**src/rtl/div_remainder_unit.sv**
```systemverilog
// div_remainder_unit
//   Multicycle restoring divider sitting between the Divisor register and the
//   ALU/writeback result path. A request is accepted from IDLE on Start. The
//   unit then retires one quotient bit per clock in a 2*WIDTH-bit remainder
//   register and presents the result with a one-cycle Done pulse.
//
//   Optional feature: define DIV_SIGNED_EN for two's-complement operands.
//   Magnitudes are divided, and the signs are restored on entry to DONE.
//   Without the macro the unit is unsigned only.
//
// Handshake: Start is a request and Busy is the inverse of ready. A request
//   is taken only on a clock edge where Start==1 and Busy==0. Start while
//   Busy==1 is ignored. Done is a one-cycle pulse marking results valid.
//   Quotient_out/Remainder_out are held until the next result is produced.
//
// Ports
//   clk            rising-edge clock
//   Reset          asynchronous active-low reset
//   Start          divide request, sampled only in IDLE
//   Dividend_in    dividend, latched on the accepting edge
//   Divisor_in     divisor, latched on the accepting edge
//   Busy           high in CALC and DONE
//   Done           one-cycle result-valid pulse
//   DivZero        divisor was zero for the current result
//   Quotient_out   quotient (all ones on divide by zero)
//   Remainder_out  remainder (dividend on divide by zero)
//   state_dbg      current FSM state (0 IDLE, 1 CALC, 2 DONE)
module div_remainder_unit #(
    parameter int WIDTH = 32,
    parameter int CNT_W = 6
) (
    input  logic             clk,
    input  logic             Reset,
    input  logic             Start,
    input  logic [WIDTH-1:0] Dividend_in,
    input  logic [WIDTH-1:0] Divisor_in,
    output logic             Busy,
    output logic             Done,
    output logic             DivZero,
    output logic [WIDTH-1:0] Quotient_out,
    output logic [WIDTH-1:0] Remainder_out,
    output logic [1:0]       state_dbg
);

    typedef enum logic [1:0] {
        S_IDLE = 2'd0,
        S_CALC = 2'd1,
        S_DONE = 2'd2
    } state_t;

    localparam logic [CNT_W-1:0] LAST_CNT = CNT_W'(WIDTH - 1);

    state_t               state;
    state_t               state_nxt;
    logic [2*WIDTH-1:0]   rem_q;
    logic [2*WIDTH-1:0]   shifted;
    logic [2*WIDTH-1:0]   rem_step;
    logic [WIDTH:0]       trial;
    logic [WIDTH-1:0]     div_q;
    logic [CNT_W-1:0]     cnt_q;
    logic [WIDTH-1:0]     quo_q;
    logic [WIDTH-1:0]     res_rem_q;
    logic                 dz_q;
    logic                 done_q;
    logic                 divisor_zero;
    logic [WIDTH-1:0]     dvd_mag;
    logic [WIDTH-1:0]     dvs_mag;
    logic [WIDTH-1:0]     final_quo;
    logic [WIDTH-1:0]     final_rem;

    assign divisor_zero = (Divisor_in == '0);

    // One restoring step: shift left, trial-subtract the divisor from the
    // upper half, keep the difference and set the quotient bit if no borrow.
    always_comb begin
        shifted  = {rem_q[2*WIDTH-2:0], 1'b0};
        trial    = {1'b0, shifted[2*WIDTH-1:WIDTH]} - {1'b0, div_q};
        rem_step = shifted;
        if (!trial[WIDTH]) begin
            rem_step = {trial[WIDTH-1:0], shifted[WIDTH-1:1], 1'b1};
        end
    end

`ifdef DIV_SIGNED_EN
    logic quo_neg_q;
    logic rem_neg_q;

    // The magnitude of the most negative value is correct as an unsigned number.
    always_comb begin
        dvd_mag   = Dividend_in[WIDTH-1] ? (~Dividend_in + 1'b1) : Dividend_in;
        dvs_mag   = Divisor_in[WIDTH-1]  ? (~Divisor_in  + 1'b1) : Divisor_in;
        final_quo = quo_neg_q ? (~rem_step[WIDTH-1:0] + 1'b1) : rem_step[WIDTH-1:0];
        final_rem = rem_neg_q ? (~rem_step[2*WIDTH-1:WIDTH] + 1'b1)
                              : rem_step[2*WIDTH-1:WIDTH];
    end

    always_ff @(posedge clk or negedge Reset) begin
        if (!Reset) begin
            quo_neg_q <= 1'b0;
            rem_neg_q <= 1'b0;
        end else if (state == S_IDLE && Start) begin
            quo_neg_q <= Dividend_in[WIDTH-1] ^ Divisor_in[WIDTH-1];
            rem_neg_q <= Dividend_in[WIDTH-1];
        end
    end
`else
    always_comb begin
        dvd_mag   = Dividend_in;
        dvs_mag   = Divisor_in;
        final_quo = rem_step[WIDTH-1:0];
        final_rem = rem_step[2*WIDTH-1:WIDTH];
    end
`endif

    // Next-state logic
    always_comb begin
        state_nxt = state;
        case (state)
            S_IDLE: begin
                if (Start) begin
                    state_nxt = divisor_zero ? S_DONE : S_CALC;
                end
            end
            S_CALC: begin
                if (cnt_q == LAST_CNT) begin
                    state_nxt = S_DONE;
                end
            end
            S_DONE:  state_nxt = S_IDLE;
            default: state_nxt = S_IDLE;
        endcase
    end

    // State register and datapath
    always_ff @(posedge clk or negedge Reset) begin
        if (!Reset) begin
            state     <= S_IDLE;
            rem_q     <= '0;
            div_q     <= '0;
            cnt_q     <= '0;
            quo_q     <= '0;
            res_rem_q <= '0;
            dz_q      <= 1'b0;
            done_q    <= 1'b0;
        end else begin
            state  <= state_nxt;
            done_q <= (state_nxt == S_DONE);
            case (state)
                S_IDLE: begin
                    if (Start) begin
                        rem_q <= {{WIDTH{1'b0}}, dvd_mag};
                        div_q <= dvs_mag;
                        cnt_q <= '0;
                        if (divisor_zero) begin
                            // The iteration is skipped, so the results go straight to DONE.
                            quo_q     <= '1;
                            res_rem_q <= Dividend_in;
                            dz_q      <= 1'b1;
                        end else begin
                            dz_q <= 1'b0;
                        end
                    end
                end
                S_CALC: begin
                    rem_q <= rem_step;
                    cnt_q <= cnt_q + CNT_W'(1);
                    if (cnt_q == LAST_CNT) begin
                        quo_q     <= final_quo;
                        res_rem_q <= final_rem;
                    end
                end
                default: ;
            endcase
        end
    end

    assign Busy          = (state != S_IDLE);
    assign Done          = done_q;
    assign DivZero       = dz_q;
    assign Quotient_out  = quo_q;
    assign Remainder_out = res_rem_q;
    assign state_dbg     = state;

endmodule
```
**config.mk**
```make
export PLATFORM = sky130hd
export DESIGN_NAME = div_remainder_unit
export DESIGN_NICKNAME = d
export VERILOG_FILES = /design/src/rtl/div_remainder_unit.sv
export SDC_FILE = /design/constraint.sdc
export NUM_CORES = 1
export LEC_CHECK = 0
export CAP_MARGIN = 20
export CORE_UTILIZATION = 49
export CTS_CLUSTER_SIZE = 10
export DETAILED_ROUTE_END_ITERATION = 16
export DONT_BUFFER_PORTS = 1
export PLACE_DENSITY = 0.66
export SLEW_MARGIN = 10
export SYNTH_ARGS = -nofsm -noshare
export SYNTH_HDL_FRONTEND = slang
export SYNTH_SLANG_ARGS = --single-unit
```
**constraint.sdc**
```tcl
create_clock -name clk -period 3.15 [get_ports clk]
set_clock_uncertainty 0.1 [all_clocks]
set_input_delay 0.63 -clock clk [delete_from_list [all_inputs] [get_ports clk]]
set_output_delay 0.63 -clock clk [all_outputs]
set_load 0.03 [all_outputs]
```
After elaboration in Yosys (flattened, before gate mapping)
Cells that the tools add are included.

Add/subtract/negate cells: 2. Equal/unequal tests: 6. Mux-type cells: 18. Reduce and logical (&&, ||, !) cells: 7.

Operators with widths (count): 32-bit 2-to-1 mux (6); 32-bit case mux with 2 select lines (2); 63-bit case mux with 2 select lines (1); 64-bit 2-to-1 mux (1); 63-bit 2-to-1 mux (1); 32-bit by 32-bit subtractor with 33-bit output (1); 32-bit zero test (1); 6-bit case mux with 2 select lines (1); 6-bit by 1-bit adder with 6-bit output, second input constant (1); 6-bit by 5-bit == test with 1-bit output, second input constant (1); 2-bit 2-to-1 mux (3); 6-bit 2-to-1 mux (1); 2-bit != test, second input constant (3); 2-bit case mux with 2 select lines (1); 2-bit AND reduction (2); 4-bit AND reduction (1); 2-bit nonzero test (2); 2-bit by 1-bit == test with 1-bit output, second input constant (1); 2-bit == test, second input constant (1); 2-bit zero test (1); 1-bit 2-to-1 mux (1).

Flip-flop bits (word level): 169. Bits of input ports: 67. Output and inout bits: 69. Logic and storage cells: 41.

Depth between registers and ports, before layout
Word-level depth: 5. Gate-level depth with buffers: 14. Depth with buffers taken out: 12.

Worst setup path before layout
OpenSTA, ideal clock, no wires.

Path type: register to register. Start point: register rem_q[36]. End point: register res_rem_q[27] (netlist: Remainder_out[27]). Library setup time: 137 ps. Arrival time: 2681 ps. Data required time: 2913 ps. Slack: 232 ps. Stages on the path, launching flop included: 13. Buffers on the path: 2. Period minus slack after synthesis: 2918 ps. Cell sequence: dfrtp_1 -> ha_1 -> a21o_1 -> or3_1 -> o21ai_0 -> nand4_1 -> a21bo_2 -> nand2_1 -> buf_2 -> buf_4 -> a211oi_1 -> nor4_1 -> a21oi_1.

Longest elaborated chain between the ends: 4.

RTL lines: from (decl) (RTL line 55) `logic [2*WIDTH-1:0] rem_q;`; from (signal assigned) (RTL line 151) `rem_q <= {{WIDTH{1'b0}}, dvd_mag};`; from (signal assigned) (RTL line 165) `rem_q <= rem_step;`; 32-bit by 32-bit subtractor with 33-bit output (RTL line 77) `trial = {1'b0, shifted[2*WIDTH-1:WIDTH]} - {1'b0, div_q};`; 64-bit 2-to-1 mux (RTL line 79) `if (!trial[WIDTH]) begin`; 32-bit 2-to-1 mux (RTL line 167) `if (cnt_q == LAST_CNT) begin`; 32-bit case mux with 2 select lines (RTL line 148) `case (state)`; to (signal assigned) (RTL line 157) `res_rem_q <= Dividend_in;`; to (signal assigned) (RTL line 169) `res_rem_q <= final_rem;`; to (decl) (RTL line 62) `logic [WIDTH-1:0] res_rem_q;`.

Every way passes these cells. The select of a mux whose other input is x is not followed. A chain may end at the register's enable or synchronous reset.

Worst setup path after layout
Start point: register rem_q[36]. End point: register res_rem_q[24] (netlist: Remainder_out[24]).

Same word-level chain as after synthesis.

==> impl_metrics.tcl <==
set metrics [dict create \
    status "complete, but fails checks" \
    violations "hold timing" \
    yosysWarnings 0 \
    synth_cell_type_count 64 \
    place_congestion 0.936 \
    cts_tree "yes" \
    cts_made_buffers 17 \
    critPathRequiredTime_ns 3.38 \
    synth_top_area_cell "dfrtp_1" \
    start_util_pct 50.8 \
    worstSetupStartpointType "flip-flop" \
    io_buffers 0 \
    multi_input_area_um2 4390 \
    grt_max_degree 170 \
    hold_ws_ns -0.214 \
    syn-cell-area_um2 8880 \
    ant_nets 0 \
    crit_type "flip-flop to flip-flop" \
    syn_inst 985 \
    overflow 0 \
    pre_cts_slack_ns -0.117 \
    diodes 0 \
    finalCritPeriodShare_pct 97.0 \
    firstDrtPassIters 5 \
    ys_ff_latch 169 \
    wl_per_cell_um 19.1 \
    ys.flop_type "dfrtp_1" \
    grt_setup_unrepaired "yes" \
    hold_class "input port to async pin" \
    fin_crit_ns 3.06 \
    placementRows 48 \
    p_leak_uw 0.00481 \
    ios 136 \
    drc 0 \
    final_area_um2 10300 \
    rr_worst_depth 12 \
    crit_top_cell "o21a_1" \
    layout-drive-gt1-share_pct 13.6 \
    wirelength_um 24000 \
    ys_top_cells_by_count "dfrtp_1 (169), nor2_1 (153), nand2_1 (102), o21ai_0 (84), a21oi_1 (68)" \
    power_density_nw_per_um2 1190 \
    slew_headroom_pct 34.6 \
    path_max_fanout 3 \
    synth_nets 1087 \
    synth_enable_flop_cells 0 \
    hold_violations 169 \
    cts_buffer_depth 2 \
    routed_via_density 5.79 \
    core_um2 17500 \
    post_dp_cell_area_um2 9460 \
    synth.area.top_cells "dfrtp_1 (48%), nor2_1 (6.5%), ha_1 (4.8%)" \
    crit-reg2reg-launch "rem_q[36]" \
    grt_first_pass_wirelength_um 38000 \
    fmax_mhz 327 \
    cpPeakStageDelay_ns 0.40 \
    track_usage_pct 26.8 \
    antenna_found_initial 0 \
    setup_viol 0 \
    r2r_setup_slack_ns 0.09 \
    synth_area_per_cell_um2 9.01 \
    r2r-end "Remainder_out[24]" \
    post-dp-hpwl_um 17200 \
    tightest_slew_ns 0.977 \
    clockRootBuffer "clkbuf_16" \
    synth_top_area_share_pct 47.6 \
    ff_latch_area_um2 4230 \
    layout.nets 1122 \
    cap_violations 0 \
    drt-initial-drc-count 481 \
    synth-seq-area-share_pct 47.6 \
    die_h_um 137 \
    clkLatencyLatePin_ns 0.44 \
    yosysMostFrequentCell "dfrtp_1" \
    fillCellCount 1525 \
    cp-end-kind "flip-flop" \
    area_growth_pct 15.5 \
    clk_pin_slew_ns 0.07 \
    ir_worst_vdd_v 0.000626 \
    clock-sinks 169 \
    grt_pass1_vias 7301 \
    slew_violations 0 \
    synthArstFlopShare_pct 100 \
    setup_slack_ns 0.0938 \
    die_area_um2 18700 \
    final_util_pct 58.7 \
    critPathSlowestCell "dfrtp_1" \
    fp.dieW_um 137 \
    ctsHtreeMaxLevel 4 \
    via_count 7279 \
    arrival_ns 3.28 \
    path_cells "ha_1, a21o_1, or3_4, buf_4, o21a_1, o21a_1, buf_4, o21a_1, o211a_1, mux2i_2, a21oi_1, a21o_1" \
]
layer usage:
layer / global-route usage [%] / vias up / share of wire [%]
li1: - / 3539 / -
met1: 33.1 / 3525 / 42
met2: 45.4 / 171 / 49
met3: 6.04 / 44 / 5.6
met4: 10.2 / 0 / 2.7
met5: 0 / - / 0
flip-flops by register name, summed over array words and instances (netlist names):
| name | flops |
|---|---|
| rem_q | 63 |
| Done | 1 |
| state_dbg | 2 |
| Remainder_out | 32 |
| Quotient_out | 32 |
| div_q | 32 |
| cnt_q | 6 |
| DivZero | 1 |
kinds of logic after synthesis:
kind of cell / Yosys count / synth area share [%]
buf+inv: 103 / 4.50
flops: 169 / 47.6
mux: 22 / 2.50
simple gates: 350 / 17.2
fa+ha+maj: 35 / 5.02
compound gates: 287 / 21.3
xor+xnor: 19 / 1.87
power breakdown:
group | switching [µW] | internal, µW | leakage [µW]
Clock | 982 | 1200 | 0.000295
Sequential | 1430 | 3050 | 0.00205
Combinational | 3150 | 2360 | 0.00246
Total | 5560 | 6620 | 0.00481
critical path: cells and delay by family (launching register included):
family / cells / cell delay, ns
AO/OA/AOI/OAI: 7 / 1.28
flip-flops: 1 / 0.40
adder cells (fa/ha/maj): 1 / 0.34
AND/OR/NAND/NOR: 1 / 0.34
buffers and inverters: 2 / 0.29
multiplexers: 1 / 0.20
metrics by stage:
step	std cells	setup TNS (ns)	power [µW]
2_1_floorplan	985	0	8050
3_3_place_gp	1221	-0.161	9640
3_5_place_dp	1221	-0.213	9720
4_1_cts	1254	0	12000
5_1_grt	1258	-0.305	13000
6_report	1258	0	12200
final cells by class:
cell class                 instances  share of cell area, %
clock inverter                    15                   1.86
multi-input combinational        713                   42.8
inverter                          47                   1.72
clock buffer                      17                   4.15
sequential                       169                   41.3
timing repair buffer              72                   5.47
tap                              225                   2.75
repair_timing:
| action | in CTS | in global routing |
|---|---|---|
| setup buffers | 1 | 4 |
| endpoints found under the setup margin | 16 | 47 |
| endpoints found under the hold margin | 169 | 169 |
| pin swaps | 1 | 17 |
| gates resized for setup | 4 | 32 |
worst max path at each step:
stage | startpoint | to | slack, ns | cells after the start
after floorplan | rem_q[36] | Remainder_out[27] | 0.23 | 12
after global placement | rem_q[31] | rem_q[54] | -0.08 | 13
after detailed placement | rem_q[31] | rem_q[54] | -0.12 | 13
after CTS | rem_q[41] | Remainder_out[31] | 0.02 | 11
after global routing | rem_q[37] | Remainder_out[3] | -0.05 | 11
final | rem_q[36] | Remainder_out[24] | 0.09 | 12
layout by cell type (no fill, tap or decap), types with 3 or more instances in the layout:
cell       netlist  final
dfrtp_1        169    169
nor2_1         153    153
nand2_1        102    101
o21ai_0         84     75
buf_4            1     69
a21oi_1         68     65
inv_1           46     45
ha_1            34     30
nor3_1          28     28
a21o_1          25     25
mux2i_1         21     20
a31oi_1         17     17
clkbuf_16        0     17
xnor2_1         15     15
o21a_1          14     14
o22a_1          14     14
o32a_1          14     14
nand4_1         11     11
nand3_1         10     10
o21ai_1          1      9
nor4_1          10      8
and3_1           8      8
nand2b_1         6      5
and2_1           6      5
a211oi_1         6      4
xor2_1           4      4
a211o_1          4      4
a21oi_2          1      3
nor2b_1          5      3
o31a_1           3      3
a31o_2           3      3
ha_4             0      3
clkinv_4         0      3
inv_8            0      3
Power figures use the tool's default switching activity.
